### config.mk
export PLATFORM = sky130hd
export DESIGN_NAME = psk_frame_source
export DESIGN_NICKNAME = d
export VERILOG_FILES = /design/src/rtl/psk_frame_source.sv
export SDC_FILE = /design/constraint.sdc
export NUM_CORES = 1
export LEC_CHECK = 0
export BUFFER_PORTS_ARGS = -buffer_cell sky130_fd_sc_hd__buf_2
export CORE_MARGIN = 1
export CORE_UTILIZATION = 40
export CTS_BUF_LIST = sky130_fd_sc_hd__clkbuf_4 sky130_fd_sc_hd__clkbuf_8 sky130_fd_sc_hd__clkbuf_16
export DETAILED_ROUTE_END_ITERATION = 12
export PLACE_DENSITY_LB_ADDON = 0.15
export SETUP_SLACK_MARGIN = 0.05
export SYNTH_ARGS = -nofsm -noshare
export SYNTH_HDL_FRONTEND = slang
export SYNTH_SLANG_ARGS = --single-unit
export TNS_END_PERCENT = 20
### constraint.sdc
create_clock -name clk_32d768M -period 3.7 [get_ports clk_32d768M]
set_clock_uncertainty 0.05 [all_clocks]
set_input_delay 0.185 -clock clk_32d768M [delete_from_list [all_inputs] [get_ports clk_32d768M]]
set_output_delay 0.185 -clock clk_32d768M [all_outputs]
set_load 0.05 [all_outputs]
### src/rtl/psk_frame_source.sv
// Framed BPSK/DBPSK symbol source: alternating preamble, 16-bit sync word, PN9 payload.
// Latency: first symbol appears one cycle after en is sampled high in IDLE; all outputs registered.
// Backpressure: none, free-running at DIV clocks per symbol; en only sampled on frame boundaries.
module psk_frame_source #(
   parameter int          DIV          = 32,
   parameter int          PREAMBLE_LEN = 32,
   parameter logic [15:0] SYNC_WORD    = 16'hEB90,
   parameter int          PAYLOAD_LEN  = 256
) (
   input  logic        clk_32d768M,
   input  logic        rst_32d768M,
   input  logic        en,
   output logic        sym_stb,
   output logic        sym_bit,
   output logic        sym_diff,
   output logic        frame_start,
   output logic        busy,
   output logic [15:0] frame_cnt
);

   localparam logic [15:0] DIV_LAST = 16'(DIV - 1);
   localparam logic [15:0] PRE_LAST = 16'(PREAMBLE_LEN - 1);
   localparam logic [15:0] SYN_LAST = 16'd15;
   localparam logic [15:0] PAY_LAST = 16'(PAYLOAD_LEN - 1);
   localparam logic [8:0]  PN9_SEED = 9'h1FF;

   typedef enum logic [1:0] {
      IDLE     = 2'd0,
      PREAMBLE = 2'd1,
      SYNC     = 2'd2,
      PAYLOAD  = 2'd3
   } state_t;

   state_t      state;
   state_t      state_nxt;
   logic [15:0] div_cnt;
   logic [15:0] sym_cnt;
   logic [15:0] sym_cnt_nxt;
   logic [8:0]  lfsr;
   logic        sym_end;
   logic        last_sym;
   logic        frame_done;
   logic        frame_new;
   logic        sym_new;
   logic        bit_nxt;
   logic [3:0]  sync_idx;

   // A symbol ends on the last divider cycle of any active state.
   assign sym_end = (state != IDLE) && (div_cnt == DIV_LAST);

   // State register.
   always_ff @(posedge clk_32d768M or posedge rst_32d768M) begin
      if (rst_32d768M) begin
         state <= IDLE;
      end else begin
         state <= state_nxt;
      end
   end

   // Next-state logic: phases advance only at the end of their last symbol.
   always_comb begin
      state_nxt = state;
      last_sym  = 1'b0;
      case (state)
         IDLE: begin
            if (en) state_nxt = PREAMBLE;
         end
         PREAMBLE: begin
            last_sym = (sym_cnt == PRE_LAST);
            if (sym_end && last_sym) state_nxt = SYNC;
         end
         SYNC: begin
            last_sym = (sym_cnt == SYN_LAST);
            if (sym_end && last_sym) state_nxt = PAYLOAD;
         end
         PAYLOAD: begin
            last_sym = (sym_cnt == PAY_LAST);
            if (sym_end && last_sym) state_nxt = en ? PREAMBLE : IDLE;
         end
         default: state_nxt = IDLE;
      endcase
   end

   // Output logic: decide whether a symbol starts next cycle and which bit it carries.
   always_comb begin
      frame_done = sym_end && last_sym && (state == PAYLOAD);
      frame_new  = en && ((state == IDLE) || frame_done);
      sym_new    = (state == IDLE) ? en : (sym_end && (state_nxt != IDLE));

      if ((state_nxt != state) || frame_new) begin
         sym_cnt_nxt = 16'd0;
      end else if (sym_end) begin
         sym_cnt_nxt = sym_cnt + 16'd1;
      end else begin
         sym_cnt_nxt = sym_cnt;
      end

      sync_idx = 4'd15 - sym_cnt_nxt[3:0];
      case (state_nxt)
         PREAMBLE: bit_nxt = ~sym_cnt_nxt[0];
         SYNC:     bit_nxt = SYNC_WORD[sync_idx];
         PAYLOAD:  bit_nxt = lfsr[8];
         default:  bit_nxt = sym_bit;
      endcase
   end

   // Registered datapath: divider, symbol index, PN9, outputs and frame counter.
   always_ff @(posedge clk_32d768M or posedge rst_32d768M) begin
      if (rst_32d768M) begin
         div_cnt     <= 16'd0;
         sym_cnt     <= 16'd0;
         lfsr        <= PN9_SEED;
         sym_stb     <= 1'b0;
         sym_bit     <= 1'b0;
         sym_diff    <= 1'b0;
         frame_start <= 1'b0;
         busy        <= 1'b0;
         frame_cnt   <= 16'd0;
      end else begin
         sym_stb     <= sym_new;
         frame_start <= frame_new;
         busy        <= (state_nxt != IDLE);
         sym_cnt     <= sym_cnt_nxt;
         div_cnt     <= ((state_nxt == IDLE) || sym_new) ? 16'd0 : div_cnt + 16'd1;

         if (sym_new) begin
            sym_bit  <= bit_nxt;
            // Differential history restarts only when leaving IDLE; back-to-back frames continue it.
            sym_diff <= ((state == IDLE) ? 1'b0 : sym_diff) ^ bit_nxt;
         end

         // Seed at every frame start; step once per payload symbol after its bit is taken.
         if (frame_new) begin
            lfsr <= PN9_SEED;
         end else if (sym_new && (state_nxt == PAYLOAD)) begin
            lfsr <= {lfsr[7:0], lfsr[8] ^ lfsr[4]};
         end

         if (frame_done) frame_cnt <= frame_cnt + 16'd1;
      end
   end

endmodule

Word level (Yosys, flattened, before mapping):

Memories as Yosys holds them, arrays and structs flattened.
Cells that the tools add are included.

* $add $sub $neg: 4
* magnitude comparators: 1
* equal/unequal tests: 11
* multiplexer cells: 16
* bitwise logic cells: 3
* reductions and logical operators: 18

Operators by type and width (number)
* 16-bit by 1-bit adder with 16-bit output (second input constant): 3
* 16-bit 2-to-1 mux: 3
* 16-bit by 5-bit equality test with 1-bit output (second input constant): 2
* 9-bit 2-to-1 mux: 2
* 16-bit by 4-bit equality test with 1-bit output (second input constant): 1
* 16-bit by 8-bit equality test with 1-bit output (second input constant): 1
* 1-bit logical AND: 9
* 2-bit equality test (second input constant): 4
* 2-bit 2-to-1 mux: 4
* 2-bit one-hot mux with 4 select lines: 1
* 2-bit nonzero test: 4
* 1-bit one-hot mux with 3 select lines: 2
* 4-bit by 5-bit less-than comparator with 1-bit output (second input constant): 1
* 2-bit by 1-bit equality test with 1-bit output (second input constant): 2
* 2-bit zero test: 2
* 1-bit 2-to-1 mux: 4
* 4-bit subtractor (first input constant): 1
* 1-bit logical OR: 3
* 2-bit != test: 1
* 1-bit XOR: 2
* 1-bit NOT: 1

* register bits: 64
* bits in read-only memories: 16
* bits of input ports: 3
* output and inout port bits: 21
* logic and storage cells: 65
* memories: 1

Memories
* (no name shown): depth 16, bits a word 1, rd ports 1, clocked after Yosys merged registers in 0, write ports 0, line 101 `SYNC: bit_nxt = SYNC_WORD[sync_idx];`

Depth between registers and ports, before layout:

* depth after elaboration: 13
* mapped depth: 15
* mapped depth without buffers: 13

Worst setup path before layout:

OpenSTA, ideal clock, no wires.

* kind: register to register
* from: register div_cnt[0]
* to: register sym_diff
* library setup time: 0.127 ns
* data arrival time: 3.020 ns
* required time: 3.523 ns
* path slack: 0.503 ns
* stages on the path, launching flop included: 15
* path buffers: 1
* clock period less this slack: 3.197 ns
* cell sequence: dfrtp_1 -> ha_1 -> and4_1 -> nand2_4 -> or4_4 -> o21ai_4 -> clkbuf_1 -> nor2_1 -> ha_1 -> nand2b_1 -> mux2_2 -> a221oi_1 -> nor3b_1 -> o21ai_1 -> xor2_1

* longest elaborated chain between the ends: 13
* elaborated cells on any way between the ends: 29
* those cells by class: add/sub: 1; eq/ne: 5; mux: 9; bitwise: 2; reduce/logical: 11; memory: 1

RTL lines
* start, declared: line 36 `logic [15:0] div_cnt;`
* start signal, assigned: line 124 `div_cnt <= ((state_nxt == IDLE) || sym_new) ? 16'd0 : div_cnt + 16'd1;`
* 16-bit by 5-bit equality test with 1-bit output (*): line 49 `assign sym_end = (state != IDLE) && (div_cnt == DIV_LAST);`
* 1-bit logical AND (*): line 49
* 1-bit logical AND, on equally long branches
* 2-bit 2-to-1 mux (tied with other cells): line 78 `if (sym_end && last_sym) state_nxt = en ? PREAMBLE : IDLE;`
* 2-bit one-hot mux with 4 select lines or 1-bit logical OR (tied branches): line 64, 87
* 2-bit != test or 1-bit logical AND (tied branches): line 90, 87
* 1-bit logical OR: line 90 `if ((state_nxt != state) || frame_new) begin`
* 16-bit 2-to-1 mux (*): line 90
* net sym_cnt_nxt[0]: line 38 `logic [15:0] sym_cnt_nxt;`
* 4-bit subtractor: line 98 `sync_idx = 4'd15 - sym_cnt_nxt[3:0];`
* memory read 16 x 1 bit
* 1-bit 2-to-1 mux (implied by the code): line 101
* 1-bit one-hot mux with 3 select lines (*): line 99 `case (state_nxt)`
* 1-bit XOR (*): line 129 `sym_diff <= ((state == IDLE) ? 1'b0 : sym_diff) ^ bit_nxt;`
* end signal, assigned: line 129
* end, declared: line 15 `output logic sym_diff,`

Mark *: on every way through the listed nets, which the timed path passes. The rest lies on a longest branch. The select of a mux whose other input is x is not followed.
A chain may end at the register's enable or synchronous reset.

Worst setup path after layout:

* from: register sym_cnt[8]
* to: register sym_diff

* longest elaborated chain between the ends: 13
* elaborated cells on any way between the ends: 30
* those cells by class: add/sub: 1; eq/ne: 7; mux: 9; bitwise: 2; reduce/logical: 10; memory: 1

RTL lines
* start, declared: line 37 `logic [15:0] sym_cnt;`
* start signal, assigned: line 123 `sym_cnt <= sym_cnt_nxt;`
* parallel branches: the longest is 13 deep, another holds 4-bit subtractor

Several ways; the timed one is not identified. The select of a mux whose other input is x is not followed.

==> metrics <==
diodes inserted 0; CP required approximately 4 ns; RSZ-0062 raised after global routing no; Starting Density a little over two fifths; Worst-Skew Late Latency ~0.34 ns; Net count, final 360; CTS Buf Count 9; Inst Count DP 443; #FFs+latches synth 64; net switching power between 200 and 300 uW; fillers ~730; CP bufs+invs 0; initial DRC count ~120; number of distinct library cells after synthesis 50; CP arrival ~3.5 ns; remaining antenna violation count 0; hold_buf cts 0; Cells after Synth 323; Pwr Total approximately 1.4 mW; Die Y between 90 and 100 um; # Max-Cap Violations 0; status finished clean; CTS HTree Levels 3; routed vias/inst 5.20; Post-CTS Resized 0; drt total wl roughly 6600 um; Crit path top cell by count nand2_1; Synth Area per Inst 10.2 um^2; drt pass-1 iters 4; leak pwr around 1.8 nW; I/O pin cnt 24; DRC errors left 0; Slew Limit Fails 0; area grow syn2layout 13.0%; Synthesis Warnings 0; Die Footprint about 8600 um^2; Critical Path, Cell by Cell nor4_1, nand2_1, or4_4, o21ai_4, or2_2, ha_1, nand2_1, mux2_2, a221oi_1, nor3b_1, o21ai_1, xor2_1; Worst-path clk slew about 0.07 ns; Fin Hold WS about 0.05 ns; CP startpoint kind flip-flop; CTS Sinks 64; period utilization around nine tenths; dpl ws between 0.3 and 0.4 ns; Port Buffer Count 23; endpoints failing hold 0; initial antenna violation count 0; Max FO, Critical Path 7; Setup CP Type reg -> reg; Worst Max-Slew Pin Slew 1.05 ns; DP Wirelength about 4700 um; routed len/inst ~14 um; post-route cell area ~3700 um^2; total grt overflow 0; Reg power frac 49.6%; post-CTS setup repair buffer count 0; die width between 90 and 100 um; Tightest Hold Check Type in -> async; pin count of the biggest net entering global routing 51; area of the core just under 8000 um^2; routed vias approximately 2,400; Pint approximately 1.1 mW; Max Clk Rate roughly 300 MHz; Syn Std Cell Area approximately 3300 um^2; Worst path slowest cell or4_4; first-pass GRT wire length ~11,000 um; PwrDens ~380 nW/um^2; endpoint class of the critical path flip-flop; Peak VDD IR roughly 0.00017 V; setup_tns 0 ns; Layout Utilization 47.4%; Root Driver clkbuf_8; Sw Share 19.8%; post-synthesis sequential area ratio around 49%; vias in the first global route approximately 2,400; Clk pwr share between 40% and 50%; total track usage around 17%; gpl congestion between 0.8 and 0.9; final cell count without fillers around 460; share of cells above drive strength 1 between 10% and 20%; min Tclk post-route around 3.3 ns; CTS tree done; num rows 32; final setup vio count 0; Post-DP Area approximately 3500 um^2; delay-heaviest family, CP simple AND/OR/NAND/NOR gates; syn_nets ~330; slew margin rel. 29.9%; max incr delay on CP 0.57 ns; clock buffer depth 2; part of the power in combinational logic under 10%; final setup margin about 0.37 ns
==> cell type report <==
type                    count  area [um^2]  share of cell area (%)
clock inverters             3         65.1                    1.75
multi-input cells         242         1580                    42.5
clock buffers              13          166                    4.48
flip-flops and latches     64         1610                    43.4
inverters                  10         37.5                    1.01
well taps                 102          128                    3.43
repair buffers             25          130                    3.50
==> power groups by stage <==
stage,Clock (mW),Sequential [mW],Combinational (mW)
floorplan,0,0.713,0.0105
global placement,0,0.713,0.0181
detailed placement,0,0.713,0.0179
CTS,0.716,0.700,0.0181
global route,0.743,0.699,0.0202
finish,0.694,0.700,0.0165
==> cell usage in the layout, fill, tap and decap left out, types with 2 or more instances in the layout <==
cell / n
xor2_1: 21
nand4_1: 8
nor4_1: 5
and4_1: 2
mux2_2: 2
or3_1: 5
ha_1: 5
mux2i_1: 10
o21ai_0: 7
o21ai_1: 2
buf_4: 2
nor2_1: 40
dfrtp_1: 55
a21oi_1: 6
bufinv_16: 2
clkbuf_8: 11
and3_1: 16
dfstp_2: 9
nand3_1: 15
nor3_1: 5
or2_2: 2
nor4_4: 3
buf_2: 23
nor2_2: 2
xnor2_1: 20
inv_1: 9
nand2_1: 44
clkbuf_4: 2
==> worst reg2reg max path: cells and delay by family (launching register included) <==
kind / cells / cell delay [ns]
simple gates: 6 / 1.52
compound gates: 3 / 0.69
flops: 1 / 0.41
mux: 1 / 0.26
xor+xnor: 1 / 0.16
fa+ha+maj: 1 / 0.15
==> path summary, 6_finish.rpt <==
check / start / end / slack (ns) / cells after the start
min reg2reg: frame_cnt[15]$_DFFE_PP0P_ / frame_cnt[15]$_DFFE_PP0P_ / 0.41 / 1
min in group clk_32d768M: en / busy$_DFF_PP0_ / 0.16 / 3
max in group asynchronous: rst_32d768M / lfsr[7]$_DFFE_PP1P_ / 2.68 / 3
max: sym_cnt[8]$_DFFE_PP0P_ / sym_diff$_DFFE_PP0P_ / 0.37 / 12
max reg2reg: sym_cnt[8]$_DFFE_PP0P_ / sym_diff$_DFFE_PP0P_ / 0.37 / 12
min: rst_32d768M / frame_cnt[14]$_DFFE_PP0P_ / 0.05 / 2
==> cells in the mapped netlist (all sizes together) <==
cell           count  area share, %
a21oi              7            1.2
a221oi             1           0.27
a22oi              1           0.65
a32oi              1           0.27
and2               1           0.19
and3              17            3.4
and4               2           0.53
and4b              1           0.30
buf                2           0.95
clkbuf             4           0.53
clkdlybuf4s15      1           0.34
dfrtp             55             42
dfstp              9            7.2
ha                 5            1.9
inv               10            1.1
mux2               2           0.68
mux2i             10            3.0
nand2             45            5.4
nand2b             1           0.19
nand3             16            2.6
nand4              8            1.5
nand4b             1           0.27
nor2              43            5.3
nor3               6            1.1
nor3b              1           0.23
nor4               8            2.9
o211a              1           0.30
o21ai             10            1.9
o221ai             1           0.27
o41ai              1           0.27
or2                3           0.57
or3                5           0.95
or4                1           0.34
or4b               2           0.72
xnor2             20            5.3
xor2              21            5.6
==> flip-flops by register name, summed over array words and instances (netlist names) <==
register and cells:
div_cnt 16, frame_cnt 16, sym_cnt 16, lfsr 9
state 2, busy 1, frame_start 1, sym_bit 1
sym_diff 1, sym_stb 1
==> kinds of logic after synthesis <==
family          Yosys count  synth area share (%)
compound gates           23                  5.06
xor+xnor                 41                  10.9
fa+ha+maj                 5                  1.90
buf+inv                  17                  2.97
flops                    64                  49.0
mux                      12                  3.73
simple gates            161                  26.4
==> metal layers <==
metal | wire length (um) | track usage, % | up-vias
met2 | 2970 | 25.7 | 57
met1 | 3200 | 23.7 | 1149
met3 | 320 | 4.43 | 11
met4 | 104 | 7.18 | 0
li1 | - | - | 1171
met5 | 0 | 0 | -
(Power assumes the default switching activity.)
